==> src/rtl/acumulador_pulsos.sv <==
// Two-button up/down accumulator: each raw button is synchronized and debounced,
// and an accepted press moves the 2-bit valor up or down (wrapping or saturating).
module acumulador_pulsos #(
  parameter int DEBOUNCE_CYCLES = 16,
  parameter bit SATURAR         = 1'b0
) (
  input  logic       clk,
  input  logic       rst_n,
  input  logic       boton_inc,
  input  logic       boton_dec,
  input  logic       limpiar,
  output logic [1:0] valor,
  output logic       cambio,
  output logic       ocupado
);

  localparam logic [1:0] ESPERA        = 2'd0;
  localparam logic [1:0] CONFIRMA_ALTO = 2'd1;
  localparam logic [1:0] ACTIVO        = 2'd2;
  localparam logic [1:0] CONFIRMA_BAJO = 2'd3;

  localparam logic [15:0] CNT_FIN = 16'(DEBOUNCE_CYCLES);

  // Index 0 is the increment button, index 1 the decrement button.
  logic [1:0]  r_sync1;
  logic [1:0]  r_sync2;
  logic [1:0]  r_estado [2];
  logic [15:0] r_cnt    [2];
  logic [1:0]  r_valor;
  logic        r_cambio;

  logic [1:0]  w_estado_sig [2];
  logic [15:0] w_cnt_sig    [2];
  logic [15:0] w_cnt_mas    [2];
  logic [1:0]  w_press;
  logic [1:0]  w_valor_sig;

  always_ff @(posedge clk) begin
    if (!rst_n) begin
      r_sync1 <= 2'b00;
      r_sync2 <= 2'b00;
    end else begin
      r_sync1 <= {boton_dec, boton_inc};
      r_sync2 <= r_sync1;
    end
  end

  // A press is accepted only on the edge that confirms a stable high level.
  always_comb begin
    w_press = 2'b00;
    for (int i = 0; i < 2; i++) begin
      w_estado_sig[i] = r_estado[i];
      w_cnt_sig[i]    = r_cnt[i];
      w_cnt_mas[i]    = r_cnt[i] + 16'd1;
      case (r_estado[i])
        ESPERA: begin
          if (r_sync2[i]) begin
            w_estado_sig[i] = CONFIRMA_ALTO;
            w_cnt_sig[i]    = 16'd1;
          end
        end
        CONFIRMA_ALTO: begin
          if (!r_sync2[i]) begin
            w_estado_sig[i] = ESPERA;
            w_cnt_sig[i]    = 16'd0;
          end else if (w_cnt_mas[i] == CNT_FIN) begin
            w_estado_sig[i] = ACTIVO;
            w_cnt_sig[i]    = 16'd0;
            w_press[i]      = 1'b1;
          end else begin
            w_cnt_sig[i] = w_cnt_mas[i];
          end
        end
        ACTIVO: begin
          if (!r_sync2[i]) begin
            w_estado_sig[i] = CONFIRMA_BAJO;
            w_cnt_sig[i]    = 16'd1;
          end
        end
        CONFIRMA_BAJO: begin
          if (r_sync2[i]) begin
            w_estado_sig[i] = ACTIVO;
            w_cnt_sig[i]    = 16'd0;
          end else if (w_cnt_mas[i] == CNT_FIN) begin
            w_estado_sig[i] = ESPERA;
            w_cnt_sig[i]    = 16'd0;
          end else begin
            w_cnt_sig[i] = w_cnt_mas[i];
          end
        end
        default: begin
          w_estado_sig[i] = ESPERA;
          w_cnt_sig[i]    = 16'd0;
        end
      endcase
    end
  end

  always_ff @(posedge clk) begin
    if (!rst_n) begin
      for (int i = 0; i < 2; i++) begin
        r_estado[i] <= ESPERA;
        r_cnt[i]    <= 16'd0;
      end
    end else begin
      for (int i = 0; i < 2; i++) begin
        r_estado[i] <= w_estado_sig[i];
        r_cnt[i]    <= w_cnt_sig[i];
      end
    end
  end

  // Simultaneous inc and dec cancel; limpiar overrides both.
  always_comb begin
    w_valor_sig = r_valor;
    if (limpiar) begin
      w_valor_sig = 2'b00;
    end else if (w_press == 2'b01) begin
      if (!(SATURAR && (r_valor == 2'b11))) begin
        w_valor_sig = r_valor + 2'd1;
      end
    end else if (w_press == 2'b10) begin
      if (!(SATURAR && (r_valor == 2'b00))) begin
        w_valor_sig = r_valor - 2'd1;
      end
    end
  end

  always_ff @(posedge clk) begin
    if (!rst_n) begin
      r_valor  <= 2'b00;
      r_cambio <= 1'b0;
    end else begin
      r_valor  <= w_valor_sig;
      r_cambio <= (w_valor_sig != r_valor);
    end
  end

  assign valor   = r_valor;
  assign cambio  = r_cambio;
  assign ocupado = (r_estado[0] == CONFIRMA_ALTO) || (r_estado[0] == CONFIRMA_BAJO) ||
                   (r_estado[1] == CONFIRMA_ALTO) || (r_estado[1] == CONFIRMA_BAJO);

endmodule

==> config.mk <==
export PLATFORM = sky130hd
export DESIGN_NAME = acumulador_pulsos
export DESIGN_NICKNAME = d
export VERILOG_FILES = /design/src/rtl/acumulador_pulsos.sv
export SDC_FILE = /design/constraint.sdc
export NUM_CORES = 1
export LEC_CHECK = 0
export ABC_CLOCK_PERIOD_IN_PS = 7600
export BUFFER_PORTS_ARGS = -buffer_cell sky130_fd_sc_hd__buf_2
export CAP_MARGIN = 20
export CORE_ASPECT_RATIO = 2
export CORE_MARGIN = 8
export CORE_UTILIZATION = 58
export DETAILED_ROUTE_END_ITERATION = 7
export HOLD_SLACK_MARGIN = 0.03
export PLACE_DENSITY = 0.75
export SETUP_SLACK_MARGIN = 0.15
export SLEW_MARGIN = 0
export SYNTH_ARGS = -nofsm -noshare
export SYNTH_HDL_FRONTEND = slang
export SYNTH_SLANG_ARGS = --single-unit
==> constraint.sdc <==
create_clock -name clk -period 7.6 [get_ports clk]
set_clock_uncertainty 0.1 [all_clocks]
set_input_delay 1.52 -clock clk [delete_from_list [all_inputs] [get_ports clk]]
set_output_delay 1.52 -clock clk [all_outputs]
set_load 0.01 [all_outputs]
==> impl_metrics.yaml <==
critical_path:
  cp_max_fo: 7
  end_kind: "flip-flop"
  crit_path_max_incr_delay_ns: 0.49
  cp.arrival_ns: 2.97
  r2r-start: "r_cnt[0][16]$_SDFFE_PN0P_"
  crit_chain: "ha_1 > nand3_2 > nor3_2 > mux2i_1 > nand4bb_1 > o2111ai_1 > mux2i_1 > o311ai_0"
  critPathTopFamily: "simple AND/OR/NAND/NOR gates"
  r2r_cells: 8
  cp.buffers_inverters: 0
  cpMostUsedCell: "mux2i_1"
  criticalPathCategory: "reg2reg"
  r2r_setup_slack_ns: 4.70
  cp_slowest_cell: "dfxtp_1"
  startpoint_type: "flip-flop"
  cp_data_required_time_ns: 7.67
  r2r_end: "valor[1]$_SDFF_PN0_"
clocking:
  ctsHoldBuffers: 0
  tritoncts: "done"
  ctsRootBufferMaster: "clkbuf_8"
  postCtsSetupBuffers: 0
  cts_made_buffers: 5
  worstSkewPairLatency_ns: 0.30
  clk_transition_reported_paths_ns: 0.09
  cts_htree_levels: 2
  cts_buffer_depth: 2
  clkSinkCount: 43
  ctsResizeCount: 0
synth:
  yosysTopAreaCell: "dfxtp_1"
  synth_commonest_cells: "dfxtp_1, nand2_1, o21ai_0, nor2_1, nand3_1"
  synthCells: 319
  ys_ff_latch: 43
  avgSynthCellArea_um2: 8.50
  yosysTopAreaCellShare: 0.318
  synth_most_common_cell: "dfxtp_1"
  yosysWarnings: 0
  ys.flop_type: "dfxtp_1"
  synth_edf_count: 0
  yosysSeqAreaShare: 0.318
  ys_types: 68
  syn-cell-area_um2: 2710
  synth_fp_nets: 326
  ys_async_sr_fraction: 0
  yosys-top-cells-area: "dfxtp_1, nand2_1, o21ai_0"
die:
  die_y_um: 113
  core_um2: 4550
  design.die.area_um2: 7250
  dieWidth_um: 64.3
  start_util: 0.595
  io_pins: 9
  rows: 35
drt:
  viasPerCell: 6.18
  drtIter0Drc: 115
  routed_wl_mm: 5.86
  drcViolationCount: 0
  drtPass1Iterations: 4
  ant_nets: 0
  vias: 2316
  wl_per_cell_um: 15.6
min_path:
  hp-start: "r_sync1[1]$_SDFF_PN0_"
  holdPathEnd: "r_sync2[1]$_SDFF_PN0_"
  hold_class: "reg2reg"
  holdPathStages: 1
power:
  power_density_nw_per_um2: 141
  vdd_drop_max_uv: 126
  power.leakage_nw: 1.04
cells_and_area:
  diodes: 0
  syn2layout_area_growth_pct: 4.39
  drive_above_1_share: 0.147
  fin_nets: 326
sta:
  fin_setup_tns_ns: 0
  worst_slew_pin_slew_ns: 0.533
  rsz0062_at_grt: "no"
  whs_ns: 0.340
  fmax_mhz: 345
  post-route-period-util: 0.382
  finalHoldViolations: 0
  setup_viol: 0
  maxSlewViolCount: 0
  period_needed_ns: 2.90
  slew_headroom: 0.645
global_routing:
  antenna_found_initial: 0
  grt_max_degree: 37
  first_global_vias: 2210
  grt_first_pass_wirelength_mm: 9.85
  overflow: 0
  grtUsageTotal: 0.166
status:
  status: "complete, no violations"
placed_design:
  portBuffers: 8
  place_congestion: 0.825
  hpwlAfterDp_mm: 4.41
flow_run:
  cap_violations: 0
==> area by class of cell <==
class,count,area [um2]
multi-input cells,250,1730
fillers,420,1730
flip-flops and latches,43,861
clock buffers,6,72.6
well taps,55,68.8
inverters,11,41.3
repair buffers,8,40.0
clock inverters,2,12.5
==> sequential cells by signal, indices dropped and copies added (netlist names), named ones only <==
signal,count
r_cnt,32
r_sync1,2
valor,2
r_sync2,2
cambio,1
r_estado,2
==> layout by cell type, fill, tap and decap left out, types with 3 or more instances in the layout <==
cell | Yosys | routed
dfxtp_1 | 43 | 43
nand2_1 | 39 | 39
o21ai_0 | 19 | 19
nor2_1 | 17 | 17
nand3_1 | 15 | 15
inv_1 | 11 | 11
xnor2_1 | 10 | 10
and2_1 | 9 | 9
mux2i_1 | 9 | 9
nand4_1 | 9 | 9
a21oi_1 | 9 | 9
nor2b_1 | 8 | 8
buf_2 | 3 | 8
a21boi_0 | 7 | 7
xor2_1 | 6 | 6
nand2b_1 | 5 | 5
and3_1 | 5 | 5
clkbuf_8 | 0 | 5
or2_2 | 4 | 4
or3_1 | 4 | 4
a31oi_1 | 4 | 4
o21ai_1 | 4 | 4
nand4_4 | 3 | 3
a22oi_1 | 3 | 3
o211ai_1 | 3 | 3
nor3b_1 | 3 | 3
a21oi_2 | 3 | 3
a21o_1 | 3 | 3
==> through the flow <==
step / power (mW) / utilization / cell area (um2) / std cells / setup WS, ns
after floorplan: 0.249 / - / 2710 / 319 / 5.03
after global placement: 0.255 / 0.602 / 2740 / 367 / 4.55
after detailed placement: 0.255 / 0.602 / 2740 / 367 / 4.50
after CTS: 0.401 / 0.621 / 2830 / 375 / 4.68
after global routing: 0.414 / 0.621 / 2830 / 375 / 4.54
final: 0.398 / 0.621 / 2830 / 375 / 4.70
==> cells by family after synthesis <==
| group | share of synthesized area |
|---|---|
| AOI/OAI and AO/OA | 0.210 |
| xor gates and xnor gates | 0.0577 |
| adders and majority gates | 0.00923 |
| buffers and inverters | 0.0429 |
| DFF | 0.318 |
| muxes | 0.0332 |
| and+or+nand+nor | 0.330 |
==> how the worst max path moves through the flow <==
stage	from	end	slack, ns	cells past startpoint
after detailed placement	rst_n	r_cnt[0][21]$_SDFFE_PN0P_	4.50	5
final	r_cnt[0][16]$_SDFFE_PN0P_	valor[1]$_SDFF_PN0_	4.70	8
after global placement	rst_n	r_cnt[0][21]$_SDFFE_PN0P_	4.55	5
after global routing	r_cnt[0][16]$_SDFFE_PN0P_	valor[0]$_SDFF_PN0_	4.54	8
after CTS	r_cnt[0][16]$_SDFFE_PN0P_	valor[1]$_SDFF_PN0_	4.68	8
after floorplan	rst_n	r_cnt[0][27]$_SDFFE_PN0P_	5.03	5
==> per-layer routing <==
| metal | vias to the layer above | part of all wire | GRT usage |
|---|---|---|---|
| li1 | 1148 | - | - |
| met2 | 26 | 0.58 | 0.331 |
| met4 | 0 | 0.031 | 0.0909 |
| met1 | 1126 | 0.37 | 0.148 |
| met5 | - | 0 | 0 |
| met3 | 16 | 0.019 | 0.0239 |
==> where the power goes <==
part           total (mW)  switching, mW  internal (mW)
Sequential          0.230        0.00293          0.227
Combinational      0.0192         0.0121        0.00714
Clock               0.148         0.0835         0.0644
Total               0.398         0.0985          0.299
No activity file was read; power rests on OpenSTA's default activity.
